File: src/rtl/autotest_sweeper.sv
// Sweeps the UUT over an (n_blocks, sclk_speed, cmd18, repeat) grid, timing each run to uut_finish.
// One record per run; rec_valid holds with stable fields until rec_ready, stalling the sweep.
module autotest_sweeper #(
    parameter int N_BLOCK_SIZE    = 32,
    parameter int SCLK_SPEED_SIZE = 4,
    parameter int CMD18_SIZE      = 1,
    parameter int CYCLE_CNT_W     = 32,
    parameter int REPEAT_W        = 4,
    parameter int RST_HOLD        = 16
) (
    input  logic                       clk,
    input  logic                       rst,
    input  logic                       start,
    input  logic                       abort,
    input  logic [N_BLOCK_SIZE-1:0]    nb_first,
    input  logic [N_BLOCK_SIZE-1:0]    nb_last,
    input  logic [N_BLOCK_SIZE-1:0]    nb_step,
    input  logic [SCLK_SPEED_SIZE-1:0] sp_first,
    input  logic [SCLK_SPEED_SIZE-1:0] sp_last,
    input  logic [CMD18_SIZE-1:0]      c18_first,
    input  logic [CMD18_SIZE-1:0]      c18_last,
    input  logic [REPEAT_W-1:0]        repeats,
    input  logic [CYCLE_CNT_W-1:0]     timeout,
    output logic                       uut_ctrl_mux,
    output logic                       uut_rst,
    output logic                       uut_start,
    output logic [N_BLOCK_SIZE-1:0]    uut_n_blocks,
    output logic [SCLK_SPEED_SIZE-1:0] uut_sclk_speed,
    output logic [CMD18_SIZE-1:0]      uut_cmd18,
    input  logic                       uut_finish,
    output logic                       rec_valid,
    input  logic                       rec_ready,
    output logic [N_BLOCK_SIZE-1:0]    rec_n_blocks,
    output logic [SCLK_SPEED_SIZE-1:0] rec_sclk_speed,
    output logic [CMD18_SIZE-1:0]      rec_cmd18,
    output logic [REPEAT_W-1:0]        rec_iter,
    output logic [CYCLE_CNT_W-1:0]     rec_cycles,
    output logic                       rec_timeout,
    output logic                       busy,
    output logic                       done
);
    localparam int HOLD_W = (RST_HOLD > 1) ? $clog2(RST_HOLD) : 1;

    typedef enum logic [2:0] {IDLE, LOAD, URST, USTART, RUN, REPORT, NEXT, FIN} state_t;

    state_t                     state;
    logic [N_BLOCK_SIZE-1:0]    nb_first_q, nb_last_q, nb_step_q;
    logic [SCLK_SPEED_SIZE-1:0] sp_first_q, sp_last_q;
    logic [CMD18_SIZE-1:0]      c18_first_q, c18_last_q;
    logic [REPEAT_W-1:0]        rep_q, iter;
    logic [CYCLE_CNT_W-1:0]     timeout_q, cyc_cnt;
    logic [HOLD_W-1:0]          hold_cnt;

    logic [REPEAT_W:0]          iter_inc, rep_eff;
    logic [N_BLOCK_SIZE:0]      nb_sum;
    logic [CYCLE_CNT_W-1:0]     cyc_next;
    logic                       iter_wrap, nb_wrap, sp_wrap, c18_wrap, to_hit;

    // nb sum carries one extra bit so a range ending at all-ones terminates instead of wrapping
    always_comb begin
        iter_inc  = {1'b0, iter} + (REPEAT_W+1)'(1);
        rep_eff   = (rep_q == '0) ? (REPEAT_W+1)'(1) : {1'b0, rep_q};
        iter_wrap = (iter_inc >= rep_eff);
        nb_sum    = {1'b0, uut_n_blocks} + {1'b0, nb_step_q};
        nb_wrap   = (nb_step_q == '0) || (nb_sum > {1'b0, nb_last_q});
        sp_wrap   = (uut_sclk_speed >= sp_last_q);
        c18_wrap  = (uut_cmd18 >= c18_last_q);
        cyc_next  = (&cyc_cnt) ? cyc_cnt : cyc_cnt + CYCLE_CNT_W'(1);
        to_hit    = (timeout_q != '0) && (cyc_next == timeout_q);
    end

    always_ff @(posedge clk or posedge rst) begin
        if (rst) begin
            state          <= IDLE;
            nb_first_q     <= '0;
            nb_last_q      <= '0;
            nb_step_q      <= '0;
            sp_first_q     <= '0;
            sp_last_q      <= '0;
            c18_first_q    <= '0;
            c18_last_q     <= '0;
            rep_q          <= '0;
            timeout_q      <= '0;
            iter           <= '0;
            cyc_cnt        <= '0;
            hold_cnt       <= '0;
            uut_ctrl_mux   <= 1'b0;
            uut_rst        <= 1'b0;
            uut_start      <= 1'b0;
            uut_n_blocks   <= '0;
            uut_sclk_speed <= '0;
            uut_cmd18      <= '0;
            rec_valid      <= 1'b0;
            rec_n_blocks   <= '0;
            rec_sclk_speed <= '0;
            rec_cmd18      <= '0;
            rec_iter       <= '0;
            rec_cycles     <= '0;
            rec_timeout    <= 1'b0;
            busy           <= 1'b0;
            done           <= 1'b0;
        end else if (abort && state != IDLE) begin
            state          <= IDLE;
            iter           <= '0;
            cyc_cnt        <= '0;
            hold_cnt       <= '0;
            uut_ctrl_mux   <= 1'b0;
            uut_rst        <= 1'b0;
            uut_start      <= 1'b0;
            uut_n_blocks   <= '0;
            uut_sclk_speed <= '0;
            uut_cmd18      <= '0;
            rec_valid      <= 1'b0;
            rec_n_blocks   <= '0;
            rec_sclk_speed <= '0;
            rec_cmd18      <= '0;
            rec_iter       <= '0;
            rec_cycles     <= '0;
            rec_timeout    <= 1'b0;
            busy           <= 1'b0;
            done           <= 1'b0;
        end else begin
            case (state)
                IDLE: begin
                    done <= 1'b0;
                    if (start) state <= LOAD;
                end
                LOAD: begin
                    nb_first_q     <= nb_first;
                    nb_last_q      <= nb_last;
                    nb_step_q      <= nb_step;
                    sp_first_q     <= sp_first;
                    sp_last_q      <= sp_last;
                    c18_first_q    <= c18_first;
                    c18_last_q     <= c18_last;
                    rep_q          <= repeats;
                    timeout_q      <= timeout;
                    uut_n_blocks   <= nb_first;
                    uut_sclk_speed <= sp_first;
                    uut_cmd18      <= c18_first;
                    iter           <= '0;
                    busy           <= 1'b1;
                    uut_ctrl_mux   <= 1'b1;
                    uut_rst        <= 1'b1;
                    hold_cnt       <= '0;
                    state          <= URST;
                end
                URST: begin
                    if (hold_cnt == HOLD_W'(RST_HOLD-1)) begin
                        uut_rst   <= 1'b0;
                        uut_start <= 1'b1;
                        state     <= USTART;
                    end else begin
                        hold_cnt <= hold_cnt + HOLD_W'(1);
                    end
                end
                USTART: begin
                    uut_start <= 1'b0;
                    cyc_cnt   <= '0;
                    state     <= RUN;
                end
                RUN: begin
                    if (uut_finish || to_hit) begin
                        rec_cycles     <= uut_finish ? cyc_next : timeout_q;
                        rec_timeout    <= ~uut_finish;
                        rec_valid      <= 1'b1;
                        rec_n_blocks   <= uut_n_blocks;
                        rec_sclk_speed <= uut_sclk_speed;
                        rec_cmd18      <= uut_cmd18;
                        rec_iter       <= iter;
                        state          <= REPORT;
                    end else begin
                        cyc_cnt <= cyc_next;
                    end
                end
                REPORT: begin
                    if (rec_ready) begin
                        rec_valid <= 1'b0;
                        state     <= NEXT;
                    end
                end
                NEXT: begin
                    iter <= iter_wrap ? '0 : iter_inc[REPEAT_W-1:0];
                    if (iter_wrap)
                        uut_n_blocks <= nb_wrap ? nb_first_q : nb_sum[N_BLOCK_SIZE-1:0];
                    if (iter_wrap && nb_wrap)
                        uut_sclk_speed <= sp_wrap ? sp_first_q : uut_sclk_speed + SCLK_SPEED_SIZE'(1);
                    if (iter_wrap && nb_wrap && sp_wrap)
                        uut_cmd18 <= c18_wrap ? c18_first_q : uut_cmd18 + CMD18_SIZE'(1);
                    if (iter_wrap && nb_wrap && sp_wrap && c18_wrap) begin
                        done         <= 1'b1;
                        busy         <= 1'b0;
                        uut_ctrl_mux <= 1'b0;
                        state        <= FIN;
                    end else begin
                        uut_rst  <= 1'b1;
                        hold_cnt <= '0;
                        state    <= URST;
                    end
                end
                FIN: begin
                    done  <= 1'b0;
                    state <= IDLE;
                end
                default: state <= IDLE;
            endcase
        end
    end
endmodule

File: config.mk
export PLATFORM = sky130hd
export DESIGN_NAME = autotest_sweeper
export DESIGN_NICKNAME = d
export VERILOG_FILES = /design/src/rtl/autotest_sweeper.sv
export SDC_FILE = /design/constraint.sdc
export NUM_CORES = 1
export LEC_CHECK = 0
export CORE_AREA = 2 2 191 193
export DETAILED_ROUTE_END_ITERATION = 8
export DIE_AREA = 0 0 193 195
export PLACE_DENSITY_LB_ADDON = 0.15
export SYNTH_ARGS = -nofsm -noshare
export SYNTH_HDL_FRONTEND = slang
export SYNTH_SLANG_ARGS = --single-unit
File: constraint.sdc
create_clock -name clk -period 29.2 [get_ports clk]
set_clock_uncertainty 0.2 [all_clocks]
set_input_delay 5.84 -clock clk [delete_from_list [all_inputs] [get_ports clk]]
set_output_delay 5.84 -clock clk [all_outputs]
set_load 0.01 [all_outputs]
==> results_dict.tcl, run 1 <==
set metrics [dict create \
    syn_inst 1980 \
    synth_seq_cells 301 \
    syn2layout_area_growth_pct 23.1 \
    drtIter0Drc 1125 \
    r2r_end "uut_sclk_speed[3]" \
    cellLeakagePower_nw 9.83 \
    tns_ns 0 \
    setup_viol 0 \
    dp_cells 2608 \
    synth_edf_count 0 \
    hpwl_mm 41.9 \
    cts.clk_slew.worst_paths_ns 0.05 \
    post_cts_buffers 0 \
    netSwitchingFraction 0.451 \
    gr-total-overflow 0 \
    timing.fmax_mhz 101 \
    ios 265 \
    powerDensity_mw_per_mm2 117 \
    viasPerCell 5.89 \
    antenna_found_initial 4 \
    cts.repair.resized 0 \
    clock_path_buffers 3 \
    r2r_slack_ns 21.16 \
    synthArstFlopShare 1.00 \
    holdCritStartpoint "nb_first_q[15]" \
    crit_required_ns 29.36 \
    crit_arrival_ns 10.10 \
    drtPass1Iterations 7 \
    cts_tree "yes" \
    clkPwrFrac 0.174 \
    intPower_w 0.00138 \
    drv_slew 0 \
    hold_viol_final 0 \
    die_h_um 195 \
    final_cells 2671 \
    cts.sinks 301 \
    design_area_mm2 0.0215 \
    wl_per_cell_um 21.7 \
    grtUsageTotal 0.310 \
    synth_area_mm2 0.0175 \
    final_layout_size_suffix_gt1_frac 0.0548 \
    worst_slack_ns 19.27 \
    hold_depth 2 \
    synth_ff_type "dfrtp_1" \
    drc 0 \
    num_rows 69 \
    avgSynthCellArea_um2 8.83 \
    seq_area_frac_synth 0.431 \
    worst_r2r_path_depth 25 \
    cts_buffers 36 \
    yosysUniqueCellTypes 84 \
    postPlaceCellArea_mm2 0.0204 \
    die_w_um 193 \
    synth_nets 2205 \
    drv_cap 0 \
    peakVddDrop_mv 0.110 \
    finalCriticalPeriod_ns 9.93 \
    hold_path_end "nb_first_q[15]" \
    yosys_warnings 0 \
    core_area_mm2 0.0354 \
    h-tree-depth 2 \
    post-place-ws_ns 18.74 \
    clockRootBuffer "clkbuf_16" \
    crit_type "in2reg" \
    rsz0062_at_grt "no" \
    ant_nets 0 \
    hold_buffers 0 \
    grt_max_degree 113 \
    switchingPower_w 0.00113 \
    combPwrFrac 0.545 \
    portBuffers 264 \
    grt_pass1_wl_mm 90.2 \
    endpoint_kind "flip-flop" \
    initial_core_util 0.494 \
    place.gp.congestion 0.980 \
    wl_mm 57.8 \
    min_path_type "reg2reg" \
    seqPwrFrac 0.280 \
    die_area_mm2 0.0376 \
    tightest_slew_ns 1.10 \
    worstPathMaxFanout 112 \
    start_kind "input port" \
    vias 15700 \
    grt_pass1_vias 15500 \
    status "complete, no violations" \
    slew_headroom 0.264 \
    r2r-start "uut_n_blocks[0]" \
    min_period_over_period 0.340 \
    clock_latency_ns 0.54 \
    fin_nets 2410 \
]
[Yosys cell counts, drive strengths merged (28+ instances only)]
cell	number	area [um^2]
mux2i	36	360
nor2	98	370
nand2	463	1740
nand3	37	185
a21o	28	210
nand4	29	188
inv	69	259
xnor2	52	463
clkbuf	82	313
o21ai	146	731
buf	33	201
a21oi	96	484
nor4	29	215
ha	76	951
dfrtp	301	7530
a22o	105	920
[power by group through the flow]
stage | sequential (W) | clock (W) | combinational (W)
after floorplan | 0.000655 | 0 | 0.000958
after global placement | 0.000705 | 0 | 0.00131
after detailed placement | 0.000707 | 0 | 0.00135
after CTS | 0.000701 | 0.000446 | 0.00136
after global routing | 0.000719 | 0.000462 | 0.00152
final | 0.000703 | 0.000438 | 0.00137
[placed cells by master, fill, tap and decap left out, drive strengths merged, types with 29 or more instances in the layout]
cell,count
nand4,29
ha,76
a22o,105
dfrtp,301
clkdlybuf4s50,263
clkbuf,47
nand3,37
o21ai,146
nor2,98
a21oi,96
inv,71
nor4,29
nand2,463
mux2i,36
xnor2,52
[state kept, by name, summed over array words and instances, names as in the netlist, 3 cells and up]
| register | cells |
|---|---|
| rep_q | 4 |
| nb_first_q | 32 |
| uut_sclk_speed | 4 |
| iter | 4 |
| uut_n_blocks | 32 |
| nb_last_q | 32 |
| sp_last_q | 4 |
| nb_step_q | 32 |
| rec_n_blocks | 32 |
| state | 3 |
| rec_sclk_speed | 4 |
| cyc_cnt | 32 |
| rec_iter | 4 |
| timeout_q | 32 |
| hold_cnt | 4 |
| rec_cycles | 32 |
| sp_first_q | 4 |
[per-layer routing]
| metal | vias to the layer above | global-route usage | wire, um |
|---|---|---|---|
| met5 | - | 0 | 29 |
| met4 | 4 | 0.0864 | 1550 |
| met3 | 99 | 0.0532 | 3650 |
| met2 | 549 | 0.516 | 27900 |
| met1 | 7655 | 0.417 | 24700 |
| li1 | 7422 | - | - |
[critical path: stages]
cell and delay, ns:
clkdlybuf4s50_1 0.75, clkinv_1 0.33, o21ai_0 0.15, nand2_1 0.08, and3_1 0.24, or3_1 0.53
nor2_4 0.36, buf_4 0.61, buf_4 0.94, o21ai_0 0.18
[final cells by class]
cell class / instances / area [um^2]
fill: 3067 / 13900
multi-input combinational: 1492 / 9220
sequential: 301 / 7530
timing repair buffer: 284 / 2790
clock buffer: 47 / 992
tap: 461 / 577
inverter: 70 / 270
clock inverter: 14 / 148
antenna: 2 / 5.00
[worst max-delay path by stage]
stage          start             to  slack [ns]  depth (start not counted)
3_5_place_dp   abort  nb_last_q[14]       18.74                         10
6_report       abort  timeout_q[19]       19.27                         10
5_1_grt        abort  timeout_q[19]       18.86                         10
4_1_cts        abort  nb_last_q[14]       19.29                         10
3_3_place_gp   abort  timeout_q[14]       18.94                         10
2_1_floorplan    rst           busy       14.84                          1
[per-stage QoR]
stage	util	hold WS (ns)	power, W
after floorplan	-	0.238	0.00161
after global placement	0.576	0.250	0.00201
after detailed placement	0.576	0.254	0.00205
after CTS	0.608	0.268	0.00251
after global routing	0.608	0.291	0.00270
final	0.608	0.272	0.00251
[cell families after synthesis]
kind of cell    share of synthesized area
simple gates                        0.203
compound gates                      0.194
flops                               0.431
buf+inv                            0.0454
xor+xnor                           0.0449
fa+ha+maj                          0.0555
mux                                0.0258
Power figures use the tool's default switching activity.
==> inputs of run 2 (changes only) <==
clock period = 10.3 ns   (was 29.2 ns; I/O delays follow)
==> results_dict.tcl, run 2 (synthesis results as in run 1) <==
set metrics [dict create \
    status "complete, no violations" \
    hold_ws_ns 0.271 \
    grtUsageTotal 0.312 \
    clockRootBuffer "clkbuf_16" \
    wl_per_cell_um 21.7 \
    die_w_um 193 \
    tightest_slew_ns 1.17 \
    die_area_mm2 0.0376 \
    grt_pass1_vias 15900 \
    final_layout_size_suffix_gt1_frac 0.0579 \
    clock_latency_ns 0.57 \
    endpoint_kind "flip-flop" \
    drtIter0Drc 1131 \
    crit_type "reg2reg" \
    worstPathMaxFanout 22 \
    cts_buffers 37 \
    cts.sinks 301 \
    hold_path_end "c18_last_q" \
    min_path_type "reg2reg" \
    critical_path.top_delay_family "compound AO/OA/AOI/OAI gates" \
    r2r_end "uut_n_blocks[6]" \
    ios 265 \
    tns_ns 0 \
    cellLeakagePower_nw 9.91 \
    core_area_mm2 0.0354 \
    cts_tree "yes" \
    grt_max_degree 154 \
    drc 0 \
    rsz0062_at_grt "no" \
    finalCriticalPeriod_ns 6.86 \
    start_kind "flip-flop" \
    setup_viol 0 \
    intPower_w 0.00402 \
    switchingPower_w 0.00322 \
    post_cts_buffers 0 \
    holdCritStartpoint "c18_last_q" \
    topRoutingLayerUsed "met5" \
    fin_nets 2409 \
    r2r_slack_ns 3.44 \
    vias 15900 \
    fillers 3125 \
    hold_buffers 0 \
    syn2layout_area_growth_pct 24.1 \
    netSwitchingFraction 0.445 \
    hold_viol_final 0 \
    hold_depth 2 \
    r2r-start "uut_n_blocks[0]" \
    min_period_over_period 0.666 \
    die_h_um 195 \
    cpMostUsedCell "a21oi_1" \
    clkPwrFrac 0.190 \
    slowest_stage "a41oi_4" \
    viasPerCell 5.93 \
    gr-total-overflow 0 \
    num_rows 69 \
    route.met3.wl_mm 3.47 \
    max_stage_delay_ns 0.66 \
    initial_core_util 0.494 \
    timing.fmax_mhz 146 \
    clock_path_buffers 3 \
    crit_buf_inv 2 \
    antenna_found_initial 3 \
    seqPwrFrac 0.276 \
    cts.repair.resized 0 \
    drv_slew 0 \
    crit_arrival_ns 7.11 \
    crit_required_ns 10.55 \
    portBuffers 264 \
    routed-wl-met2_mm 27.5 \
    powerDensity_mw_per_mm2 333 \
    ant_nets 0 \
    wl_met1_mm 24.8 \
    peakVddDrop_mv 0.424 \
    slew_headroom 0.221 \
    drtPass1Iterations 5 \
    h-tree-depth 2 \
    hpwl_mm 41.9 \
    worst_r2r_path_depth 25 \
    wl_mm 58.1 \
    layout_commonest_cell "nand2_1" \
    cts.clk_slew.worst_paths_ns 0.06 \
    grt_pass1_wl_mm 90.7 \
    drv_cap 0 \
    final_cell_mix "nand2_1, dfrtp_1, clkdlybuf4s50_1, o21ai_0, a22o_1" \
    place.gp.congestion 0.973 \
    combPwrFrac 0.533 \
]
==> run 2: metal layers <==
layer,vias to the layer above,track usage
met2,534,0.500
met3,146,0.0588
met5,-,0
li1,7421,-
met4,2,0.120
met1,7763,0.417
==> run 2: how the worst max path moves through the flow <==
stage,startpoint,end,slack [ns],cells after the start
after floorplan,rst,busy,4.04,1
after global placement,uut_n_blocks[0],uut_n_blocks[0],3.78,25
after detailed placement,uut_n_blocks[0],uut_n_blocks[6],3.53,25
after CTS,uut_n_blocks[0],uut_n_blocks[6],3.49,25
after global routing,uut_n_blocks[0],uut_n_blocks[7],2.89,25
final,uut_n_blocks[0],uut_n_blocks[6],3.44,25
==> run 2: stage by stage <==
| stage | setup WS [ns] | std cells | power (W) | area (um^2) | utilization |
|---|---|---|---|---|---|
| floorplan | 4.04 | 1980 | 0.00457 | 17500 | - |
| global placement | 3.78 | 2606 | 0.00572 | 20400 | 0.576 |
| detailed placement | 3.53 | 2606 | 0.00583 | 20400 | 0.576 |
| CTS | 3.49 | 2671 | 0.00724 | 21700 | 0.613 |
| global route | 2.89 | 2671 | 0.00779 | 21700 | 0.613 |
| finish | 3.44 | 2674 | 0.00724 | 21700 | 0.613 |
==> run 2: worst min-delay path: stages (launching register included) <==
cell,delay (ns)
dfrtp_1,0.34
nand2_1,0.05
nand2_1,0.05
==> run 2: layout make-up <==
type	instances	area (um^2)	share of cell area
multi-input combinational	1492	9230	0.425
clock inverter	18	234	0.0108
inverter	70	267	0.0123
timing repair buffer	282	2800	0.129
clock buffer	47	1060	0.0491
tap	461	577	0.0266
antenna	3	7.51	0.000346
sequential	301	7530	0.347
==> run 2: power groups by stage <==
stage               Clock [W]  Combinational [W]  Sequential, W
floorplan                   0            0.00272        0.00186
global placement            0            0.00372        0.00200
detailed placement          0            0.00381        0.00201
CTS                   0.00140            0.00385        0.00200
global route          0.00145            0.00429        0.00204
finish                0.00138            0.00386        0.00200
==> inputs of run 3 (changes only) <==
clock period = 6.9 ns   (was 10.3 ns; I/O delays follow)
==> results_dict.tcl, run 3 (synthesis results as in run 1) <==
set metrics [dict create \
    status "complete, no violations" \
    hold_ws_ns 0.273 \
    endpoint_kind "flip-flop" \
    final_cell_mix "nand2_1, dfrtp_1, clkdlybuf4s50_1, o21ai_0, a22o_1" \
    tightest_slew_ns 1.15 \
    portBuffers 264 \
    finalCriticalPeriod_ns 6.27 \
    die_w_um 193 \
    wl_mm 58.3 \
    cts.sinks 301 \
    clockRootBuffer "clkbuf_16" \
    ant_nets 0 \
    power_w 0.0107 \
    die_area_mm2 0.0376 \
    hold_viol_final 0 \
    fin_nets 2421 \
    final_layout_size_suffix_gt1_frac 0.0608 \
    start_kind "flip-flop" \
    peakVddDrop_mv 0.304 \
    syn2layout_area_growth_pct 23.7 \
    antenna_found_initial 3 \
    hold_buffers 0 \
    setup_viol 0 \
    design_area_mm2 0.0216 \
    min_period_over_period 0.909 \
    num_rows 69 \
    wl_per_cell_um 21.7 \
    cts_tree "yes" \
    grt_pass1_wl_mm 91.1 \
    fin_util 0.611 \
    fillers 3116 \
    worstPathMaxFanout 14 \
    cellLeakagePower_nw 9.88 \
    place.gp.congestion 0.940 \
    gr-total-overflow 0 \
    rsz0062_at_grt "no" \
    grtUsageTotal 0.312 \
    hpwl_mm 42.5 \
    initial_core_util 0.494 \
    slew_headroom 0.234 \
    clock_path_buffers 3 \
    min_path_type "reg2reg" \
    vias 15900 \
    ios 265 \
    crit_type "reg2reg" \
    drtPass1Iterations 5 \
    grt_max_degree 160 \
    core_area_mm2 0.0354 \
    viasPerCell 5.93 \
    crit_arrival_ns 6.50 \
    drtIter0Drc 1409 \
    layout_commonest_cell "nand2_1" \
    drv_cap 0 \
    cts_buffers 35 \
    cts.clk_slew.worst_paths_ns 0.06 \
    clock_latency_ns 0.55 \
    die_h_um 195 \
    crit_required_ns 7.13 \
    drc 0 \
    postPlaceCellArea_mm2 0.0205 \
    grt_pass1_vias 15900 \
    tns_ns 0 \
    timing.fmax_mhz 159 \
    drv_slew 0 \
    powerDensity_mw_per_mm2 497 \
    h-tree-depth 2 \
]
-- run 3: changes by cell type in the layout (fill, tap and decap cells not counted), sizes merged --
cell      delta
buf         +14
bufinv       -3
clkbuf       -1
clkinv       +1
clkinvlp     -1
diode        -1
-- run 3: final cells by class --
cell class | count | area, um^2 | share of cell area
multi-input cells | 1492 | 9220 | 0.426
inverters | 70 | 267 | 0.0123
diodes | 2 | 5.00 | 0.000231
clock inverters | 15 | 116 | 0.00538
well taps | 461 | 577 | 0.0267
repair buffers | 296 | 2930 | 0.135
clock buffers | 46 | 987 | 0.0456
flip-flops and latches | 301 | 7530 | 0.348
-- run 3: routing by layer --
layer  part of all wire  GRT usage  up-vias  wire, um
li1                   -          -     7433         -
met1               0.43      0.421     7847     25000
met2               0.48      0.515      529     28200
met3              0.058     0.0428      102      3390
met4              0.031      0.109        2      1810
met5            0.00027          0        -        16
-- run 3: worst paths after layout --
| kind | startpoint | slack (ns) | cells past startpoint | end |
|---|---|---|---|---|
| setup / recovery | uut_n_blocks[0] | 0.63 | 25 | uut_n_blocks[11] |
| min in group asynchronous | rst | 0.97 | 2 | timeout_q[3] |
| max in group asynchronous | rst | 4.31 | 3 | nb_first_q[13] |
| setup reg to reg | uut_n_blocks[0] | 0.63 | 25 | uut_n_blocks[11] |
| hold / removal | nb_first_q[0] | 0.27 | 2 | nb_first_q[0] |
| hold reg to reg | nb_first_q[0] | 0.27 | 2 | nb_first_q[0] |
-- run 3: repair_timing --
action / CTS / global route
setup endpoints to repair: 0 / 14
buffers inserted: 0 / 3
gates resized for setup: 0 / 0
-- run 3: stage by stage --
step	setup slack, ns	instances
after floorplan	1.25	1980
after global placement	0.743	2617
after detailed placement	0.581	2617
after CTS	0.535	2678
after global routing	0.0459	2682
final	0.625	2683
-- run 3: worst max-delay path: stages (launching register included) --
cell and delay [ns]:
dfrtp_1 0.42, ha_1 0.25, inv_1 0.08, fa_1 0.20
nor2b_1 0.07, o31a_1 0.26, o21ai_0 0.21, a31oi_1 0.20
o2111ai_1 0.32, a21boi_0 0.19, or3_1 0.38, a21oi_1 0.19
xnor2_1 0.17, ha_1 0.28, a21o_1 0.16, a21oi_1 0.13
o221ai_1 0.14, a2111oi_0 0.40, a21oi_1 0.16, nor4bb_1 0.32
o211ai_1 0.17, a41oi_4 0.32, buf_4 0.35, mux2i_1 0.22
o21ai_0 0.09, a22o_1 0.25
-- run 3: power breakdown --
part	leakage [nW]	switching, W	internal, W	total (W)
logic	5.49	0.00337	0.00256	0.00593
registers	3.84	0.000649	0.00234	0.00299
clock network	0.549	0.000771	0.00105	0.00182
